**config.mk**
```make
export PLATFORM = sky130hd
export DESIGN_NAME = hdmi_data_island_decoder
export DESIGN_NICKNAME = d
export VERILOG_FILES = /design/src/rtl/hdmi_pkg.sv /design/src/rtl/hdmi_bch_check.sv /design/src/rtl/hdmi_data_island_decoder.sv
export SDC_FILE = /design/constraint.sdc
export NUM_CORES = 1
export LEC_CHECK = 0
export ABC_AREA = 1
export BUFFER_PORTS_ARGS = -buffer_cell sky130_fd_sc_hd__buf_2
export CORE_MARGIN = 2
export CORE_UTILIZATION = 57
export DETAILED_ROUTE_END_ITERATION = 16
export PLACE_DENSITY_LB_ADDON = 0.12
export SLEW_MARGIN = 20
export SYNTH_ARGS = -nofsm -noshare
export SYNTH_HDL_FRONTEND = slang
export SYNTH_SLANG_ARGS = --single-unit
export TNS_END_PERCENT = 5
```
**constraint.sdc**
```tcl
create_clock -name i_pixclk -period 3.3 [get_ports i_pixclk]
set_clock_uncertainty 0.1 [all_clocks]
set_input_delay 0.66 -clock i_pixclk [delete_from_list [all_inputs] [get_ports i_pixclk]]
set_output_delay 0.66 -clock i_pixclk [all_outputs]
set_load 0.005 [all_outputs]
```
**src/rtl/hdmi_pkg.sv**
```systemverilog
// Shared HDMI data-island constants, receive FSM states and the BCH parity step.
package hdmi_pkg;

  localparam logic [7:0] BCH_POLY  = 8'hC1;

  localparam logic [7:0] PKT_ACR   = 8'h01;
  localparam logic [7:0] PKT_AUDIO = 8'h02;
  localparam logic [7:0] PKT_AVI   = 8'h82;
  localparam logic [7:0] PKT_AIF   = 8'h84;

  localparam int PKT_BITS      = 32;
  localparam int HDR_DATA_BITS = 24;
  localparam int SUB_DATA_CYC  = 28;

  typedef enum logic {
    ST_IDLE,
    ST_COLLECT
  } rx_state_e;

  function automatic logic [7:0] bch_step(input logic [7:0] c, input logic b);
    return {c[6:0], 1'b0} ^ ((c[7] ^ b) ? BCH_POLY : 8'h00);
  endfunction

endpackage

```
**src/rtl/hdmi_bch_check.sv**
```systemverilog
// BCH parity checker: LFSR over the data bits plus a shift register for received parity.
// ok compares the values *after* this cycle's update, so it is valid on the last parity cycle.
module hdmi_bch_check
  import hdmi_pkg::*;
#(
  parameter int BPC = 1
) (
  input  logic           clk,
  input  logic           resetn,
  input  logic           clr,
  input  logic           en_data,
  input  logic           en_par,
  input  logic [BPC-1:0] bits,
  output logic           ok
);

  logic [7:0] lfsr_q, lfsr_d;
  logic [7:0] par_q, par_d;

  // bits[0] is first in time for data and the higher-order bit for parity
  always_comb begin
    lfsr_d = lfsr_q;
    par_d  = par_q;
    if (clr) begin
      lfsr_d = '0;
      par_d  = '0;
    end
    if (en_data) begin
      for (int i = 0; i < BPC; i++) begin
        lfsr_d = bch_step(lfsr_d, bits[i]);
      end
    end
    if (en_par) begin
      for (int i = 0; i < BPC; i++) begin
        par_d = {par_d[6:0], bits[i]};
      end
    end
  end

  assign ok = (lfsr_d == par_d);

  always_ff @(posedge clk) begin
    if (!resetn) begin
      lfsr_q <= '0;
      par_q  <= '0;
    end else begin
      lfsr_q <= lfsr_d;
      par_q  <= par_d;
    end
  end

endmodule

```
**src/rtl/hdmi_data_island_decoder.sv**
```systemverilog
// Sink-side data-island decoder: reassembles 32-cycle packets after TERC4 decode,
// checks BCH parity, extracts ACR CTS/N and serialises L-PCM audio samples.
module hdmi_data_island_decoder
  import hdmi_pkg::*;
#(
  parameter int CHECK_ECC      = 1,
  parameter int AUDIO_EXTRACT  = 1,
  parameter int DROP_BAD_AUDIO = 1
) (
  input  logic        i_pixclk,
  input  logic        i_resetn,
  input  logic        i_data,
  input  logic [3:0]  i_d0,
  input  logic [3:0]  i_d1,
  input  logic [3:0]  i_d2,
  output logic        o_pkt_valid,
  output logic [23:0] o_hdr,
  output logic [55:0] o_sub0,
  output logic [55:0] o_sub1,
  output logic [55:0] o_sub2,
  output logic [55:0] o_sub3,
  output logic        o_hdr_ok,
  output logic [3:0]  o_sub_ok,
  output logic        o_acr_valid,
  output logic [19:0] o_cts,
  output logic [19:0] o_n,
  output logic        o_aud_valid,
  output logic [15:0] o_audioL,
  output logic [15:0] o_audioR,
  output logic        o_hsync,
  output logic        o_vsync
);

  rx_state_e        state_q, state_d;
  logic [4:0]       off_q, off_d;
  logic [23:0]      hdr_sr_q, hdr_sr_d;
  logic [3:0][55:0] sub_sr_q, sub_sr_d;
  logic [23:0]      hdr_q, hdr_d;
  logic [3:0][55:0] sub_q, sub_d;
  logic             hdr_ok_q, hdr_ok_d;
  logic [3:0]       sub_ok_q, sub_ok_d;
  logic             pkt_valid_q, pkt_valid_d;
  logic             acr_valid_q, acr_valid_d;
  logic [19:0]      cts_q, cts_d, n_q, n_d;
  logic             emit_act_q, emit_act_d;
  logic [1:0]       emit_idx_q, emit_idx_d;
  logic [3:0]       emit_mask_q, emit_mask_d;
  logic             aud_valid_q, aud_valid_d;
  logic [15:0]      aud_l_q, aud_l_d, aud_r_q, aud_r_d;
  logic             hsync_q, hsync_d, vsync_q, vsync_d;

  logic       framing_err, pkt_start, pkt_end;
  logic [4:0] cur_off;
  logic       hdr_data_en, hdr_par_en, sub_data_en, sub_par_en;
  logic       hdr_ok_raw, hdr_ok_nx;
  logic [3:0] sub_ok_raw, sub_ok_nx;

  hdmi_bch_check #(.BPC(1)) u_bch_hdr (
    .clk     (i_pixclk),
    .resetn  (i_resetn),
    .clr     (pkt_start),
    .en_data (hdr_data_en),
    .en_par  (hdr_par_en),
    .bits    (i_d0[2]),
    .ok      (hdr_ok_raw)
  );

  for (genvar k = 0; k < 4; k++) begin : g_sub
    hdmi_bch_check #(.BPC(2)) u_bch_sub (
      .clk     (i_pixclk),
      .resetn  (i_resetn),
      .clr     (pkt_start),
      .en_data (sub_data_en),
      .en_par  (sub_par_en),
      .bits    ({i_d2[k], i_d1[k]}),
      .ok      (sub_ok_raw[k])
    );
  end

  assign hdr_ok_nx = (CHECK_ECC != 0) ? hdr_ok_raw : 1'b1;
  assign sub_ok_nx = (CHECK_ECC != 0) ? sub_ok_raw : 4'hF;

  always_comb begin
    // A missing island guard bit mid-packet resynchronises: this cycle becomes offset 0
    framing_err = i_data && (state_q == ST_COLLECT) && (off_q != 5'd0) && !i_d0[3];
    cur_off     = ((state_q == ST_IDLE) || framing_err) ? 5'd0 : off_q;
    pkt_start   = i_data && (cur_off == 5'd0);
    pkt_end     = i_data && (cur_off == 5'(PKT_BITS - 1));
    hdr_data_en = i_data && (cur_off < 5'(HDR_DATA_BITS));
    hdr_par_en  = i_data && !(cur_off < 5'(HDR_DATA_BITS));
    sub_data_en = i_data && (cur_off < 5'(SUB_DATA_CYC));
    sub_par_en  = i_data && !(cur_off < 5'(SUB_DATA_CYC));

    state_d = i_data ? ST_COLLECT : ST_IDLE;
    off_d   = i_data ? cur_off + 5'd1 : 5'd0;

    hdr_sr_d = hdr_sr_q;
    sub_sr_d = sub_sr_q;
    if (hdr_data_en) hdr_sr_d = {i_d0[2], hdr_sr_q[23:1]};
    if (sub_data_en) begin
      for (int k = 0; k < 4; k++) begin
        sub_sr_d[k] = {i_d2[k], i_d1[k], sub_sr_q[k][55:2]};
      end
    end

    hdr_d       = hdr_q;
    sub_d       = sub_q;
    hdr_ok_d    = hdr_ok_q;
    sub_ok_d    = sub_ok_q;
    cts_d       = cts_q;
    n_d         = n_q;
    pkt_valid_d = pkt_end;
    acr_valid_d = 1'b0;
    if (pkt_end) begin
      hdr_d    = hdr_sr_q;
      sub_d    = sub_sr_q;
      hdr_ok_d = hdr_ok_nx;
      sub_ok_d = sub_ok_nx;
      if ((hdr_sr_q[7:0] == PKT_ACR) && sub_ok_nx[0]) begin
        acr_valid_d = 1'b1;
        cts_d = {sub_sr_q[0][11:8], sub_sr_q[0][23:16], sub_sr_q[0][31:24]};
        n_d   = {sub_sr_q[0][35:32], sub_sr_q[0][47:40], sub_sr_q[0][55:48]};
      end
    end

    // Emit scans latched subpackets on the cycles following the packet strobe
    emit_act_d  = emit_act_q;
    emit_idx_d  = emit_idx_q;
    emit_mask_d = emit_mask_q;
    aud_valid_d = 1'b0;
    aud_l_d     = aud_l_q;
    aud_r_d     = aud_r_q;
    if (emit_act_q) begin
      if (emit_mask_q[emit_idx_q]) begin
        aud_valid_d = 1'b1;
        aud_l_d     = sub_q[emit_idx_q][23:8];
        aud_r_d     = sub_q[emit_idx_q][47:32];
      end
      emit_idx_d = emit_idx_q + 2'd1;
      if (emit_idx_q == 2'd3) emit_act_d = 1'b0;
    end
    if (pkt_end && (AUDIO_EXTRACT != 0) && (hdr_sr_q[7:0] == PKT_AUDIO)) begin
      emit_act_d  = 1'b1;
      emit_idx_d  = 2'd0;
      emit_mask_d = hdr_sr_q[11:8] & ((DROP_BAD_AUDIO != 0) ? sub_ok_nx : 4'hF);
    end

    hsync_d = i_data ? i_d0[0] : hsync_q;
    vsync_d = i_data ? i_d0[1] : vsync_q;
  end

  always_ff @(posedge i_pixclk) begin
    if (!i_resetn) begin
      state_q     <= ST_IDLE;
      off_q       <= '0;
      hdr_sr_q    <= '0;
      sub_sr_q    <= '0;
      hdr_q       <= '0;
      sub_q       <= '0;
      hdr_ok_q    <= 1'b0;
      sub_ok_q    <= '0;
      pkt_valid_q <= 1'b0;
      acr_valid_q <= 1'b0;
      cts_q       <= '0;
      n_q         <= '0;
      emit_act_q  <= 1'b0;
      emit_idx_q  <= '0;
      emit_mask_q <= '0;
      aud_valid_q <= 1'b0;
      aud_l_q     <= '0;
      aud_r_q     <= '0;
      hsync_q     <= 1'b0;
      vsync_q     <= 1'b0;
    end else begin
      state_q     <= state_d;
      off_q       <= off_d;
      hdr_sr_q    <= hdr_sr_d;
      sub_sr_q    <= sub_sr_d;
      hdr_q       <= hdr_d;
      sub_q       <= sub_d;
      hdr_ok_q    <= hdr_ok_d;
      sub_ok_q    <= sub_ok_d;
      pkt_valid_q <= pkt_valid_d;
      acr_valid_q <= acr_valid_d;
      cts_q       <= cts_d;
      n_q         <= n_d;
      emit_act_q  <= emit_act_d;
      emit_idx_q  <= emit_idx_d;
      emit_mask_q <= emit_mask_d;
      aud_valid_q <= aud_valid_d;
      aud_l_q     <= aud_l_d;
      aud_r_q     <= aud_r_d;
      hsync_q     <= hsync_d;
      vsync_q     <= vsync_d;
    end
  end

  assign o_pkt_valid = pkt_valid_q;
  assign o_hdr       = hdr_q;
  assign o_sub0      = sub_q[0];
  assign o_sub1      = sub_q[1];
  assign o_sub2      = sub_q[2];
  assign o_sub3      = sub_q[3];
  assign o_hdr_ok    = hdr_ok_q;
  assign o_sub_ok    = sub_ok_q;
  assign o_acr_valid = acr_valid_q;
  assign o_cts       = cts_q;
  assign o_n         = n_q;
  assign o_aud_valid = aud_valid_q;
  assign o_audioL    = aud_l_q;
  assign o_audioR    = aud_r_q;
  assign o_hsync     = hsync_q;
  assign o_vsync     = vsync_q;

endmodule

```
==> impl_metrics.tcl <==
set metrics [dict create \
    clkSinkCount 671 \
    worstSkewPairLatency_ns 0.59 \
    cts_htree_levels 3 \
    dr_wl_met2_mm 34.4 \
    synth_top_family_by_area "simple AND/OR/NAND/NOR gates" \
    root_buffer "clkbuf_16" \
    final_cell_mix "nor2_1 (994), dfxtp_1 (668), o21ai_0 (601), nand2_1 (370), buf_2 (343)" \
    crit_path_max_fanout 10 \
    end_kind "flip-flop" \
    routed-wl-met3_mm 5.45 \
    maxCapViolCount 0 \
    powerDensity_mw_per_mm2 556 \
    layout_commonest_cell "nor2_1" \
    setup_viol 9 \
    dr.pass1.iters 7 \
    violations "negative setup slack" \
    gp_congestion 0.886 \
    cts_tree "built" \
    gr-total-overflow 0 \
    path_class "flip-flop to flip-flop" \
    areaGrowthSynthToFinish_pct 22.3 \
    fin_ws_ns -0.0209 \
    synth-compound-area-share_pct 16.9 \
    rows 77 \
    io_buffers 344 \
    wirelength_met1_mm 32.3 \
    clk_pin_slew_ns 0.06 \
    layout-drive-gt1-share_pct 18.4 \
    clock_path_buffers 3 \
    cpMaxStageDelayCell "dfxtp_2" \
    crit_top_cell "nand2_1" \
    start_util_pct 57.9 \
    fp.dieH_um 216 \
    grt_pass1_vias 21409 \
    grt_use_total_pct 30.0 \
    fin_crit_ns 3.32 \
    dieArea_mm2 0.0468 \
    hpwl_mm 48.3 \
    arrival_ns 3.75 \
    routed.top_layer "met4" \
    worst-r2r-cell-count 27 \
    remaining_drc_errors 0 \
    routed_via_density 5.39 \
    nNetsFinal 3846 \
    yosysTopAreaCellShare_pct 52.2 \
    n_fill_cell 3738 \
    ys_ff_latch 671 \
    insertedDiodeCount 0 \
    synth_xor_xnor_area_share_pct 1.06 \
    muxShareOfSynthArea_pct 0 \
    required_ns 3.73 \
    synthTopCellsByArea "dfxtp_1 (52%), nor2_1 (15%), o21ai_0 (12%)" \
    detail_route.wl_per_cell_um 16.7 \
    finalMaxSlewViolations 0 \
    wl_mm 74.7 \
    drt_iter0_drc 2313 \
    cts_made_buffers 69 \
    setup.worst_path.start_class "flip-flop" \
    yosys_warnings 0 \
    min_period_over_period_pct 101 \
    yosys.area_share.adder_pct 0.195 \
    finalHoldViolations 0 \
    ys_types 35 \
    yosys.area_share.simple_pct 22.5 \
    whs_path_depth 3 \
    grt_setup_unrepaired "true" \
    synthesis.nets 3513 \
    syn_avg_cell_area_um2 7.36 \
    hold_class "primary input to flip-flop" \
    grt_start_max_net_pins 181 \
    syn_area_mm2 0.0257 \
    relSlewSlack_pct 30.1 \
    grt_pass1_wl_mm 114 \
    p_total_mw 17.5 \
    max_freq_ghz 0.301 \
    antenna_found_initial 0 \
    status "finished, violations left" \
    die-width_um 216 \
    postSynthCellCount 3494 \
    cellLeakagePower_nw 14.1 \
    core-area_mm2 0.0444 \
    synth-seq-area-share_pct 52.2 \
    cp_slowest_stage_delay_ns 0.33 \
    tightest_slew_ns 1.04 \
    synth_area_leader_cell "dfxtp_1" \
    ios 345 \
    fin_tns_setup_ns -0.0703 \
    ant_nets 0 \
    ir_drop_mv 0.472 \
    num_vias 24093 \
]
-- registers in the layout (all words and copies together) (netlist names), 2 cells and up --
signal,count
sub_sr_q,224
o_sub0,56
o_sub1,56
o_sub2,56
o_sub3,56
g_sub.u_bch_sub.lfsr_q,32
g_sub.u_bch_sub.par_q,32
hdr_sr_q,24
o_hdr,24
o_cts,20
o_n,20
o_audioL,16
o_audioR,16
u_bch_hdr.lfsr_q,8
u_bch_hdr.par_q,8
off_q,5
emit_mask_q,4
o_sub_ok,4
emit_idx_q,2
-- metrics by stage --
step	area, µm²	hold slack, ns	setup WS [ns]	std cells	utilization (%)
finish	31500	0.195	-0.0209	4470	70.8
global route	31500	0.197	-0.172	4470	70.8
CTS	30700	0.179	0.00871	4441	69.1
detailed placement	28400	0.358	-0.322	4319	63.9
global placement	28400	0.346	-0.236	4319	63.9
floorplan	25700	0.321	0.219	3494	-
-- cell usage after synthesis --
cell / n
nor2_2: 1
nand3_4: 2
nor2_4: 1
a31oi_1: 39
a21oi_1: 142
o21ai_0: 615
inv_2: 8
o211ai_1: 34
nor4_1: 1
nand2_2: 1
nor2_1: 1018
buf_1: 8
and2_1: 1
dfxtp_1: 671
nand2_1: 403
ha_1: 4
nor4b_1: 1
buf_6: 8
buf_2: 23
or2_2: 1
nand3_2: 1
xnor2_1: 10
nand3b_1: 5
nor3_1: 8
a21boi_0: 1
o21ai_1: 7
nand2_4: 1
o211ai_4: 1
buf_4: 9
clkbuf_1: 197
nand4_1: 6
inv_1: 197
xor2_1: 21
clkinv_1: 1
nand3_1: 47
-- path summary, 6_finish.rpt --
path / from / endpoint / slack [ns]
worst max-delay path: off_q[4]$_SDFF_PN0_ / o_n[1]$_SDFFE_PN0P_ / -0.02
worst min-delay path: i_d0[1] / o_vsync$_SDFFE_PN0P_ / 0.19
worst max register to register: off_q[4]$_SDFF_PN0_ / o_n[1]$_SDFFE_PN0P_ / -0.02
worst min register to register: emit_mask_q[2]$_SDFFE_PN0P_ / emit_mask_q[2]$_SDFFE_PN0P_ / 0.36
-- area by class of cell --
cell class              instances  area (µm²)  share of cell area, %
clock buffers                 104        2060                   6.56
clock inverters                18         263                  0.835
inverters                     206         782                   2.49
multi-input cells            2374       10800                   34.5
flip-flops and latches        671       13400                   42.7
well taps                     592         741                   2.35
repair buffers                505        3330                   10.6
-- repair_timing --
action | CTS | global route
buffers inserted | 0 | 18
cloned | 0 | 11
endpoints found under the setup margin | 2 | 54
hold buffers | 0 | 0
resized for setup | 1 | 123
pin swaps | 0 | 36
-- routing by layer --
layer  track usage [%]  vias to the layer above
li1                  -                    11841
met1              40.6                    11309
met2              48.1                      801
met3              5.96                      142
met4              10.0                        0
met5                 0                        -
-- report_power, final --
part,switching (mW),internal (mW)
clock,3.19,4.80
combinational,0.635,0.358
sequential,0.172,8.32
total,4.00,13.5
-- worst max-delay path: cells and delay by family, from the launching register on --
| family | cells | cell delay (ns) |
|---|---|---|
| buf+inv | 6 | 0.83 |
| simple gates | 20 | 1.85 |
| fa+ha+maj | 1 | 0.16 |
| flops | 1 | 0.33 |
-- cells by family (layout without fill, tap and decap cells) --
family                   Yosys count  after routing
flip-flops                       671            671
XOR/XNOR                          31             31
adder cells (fa/ha/maj)            4              4
buffers and inverters            451            833
AO/OA/AOI/OAI                    839            839
AND/OR/NAND/NOR                 1498           1500
Power figures use the tool's default switching activity.
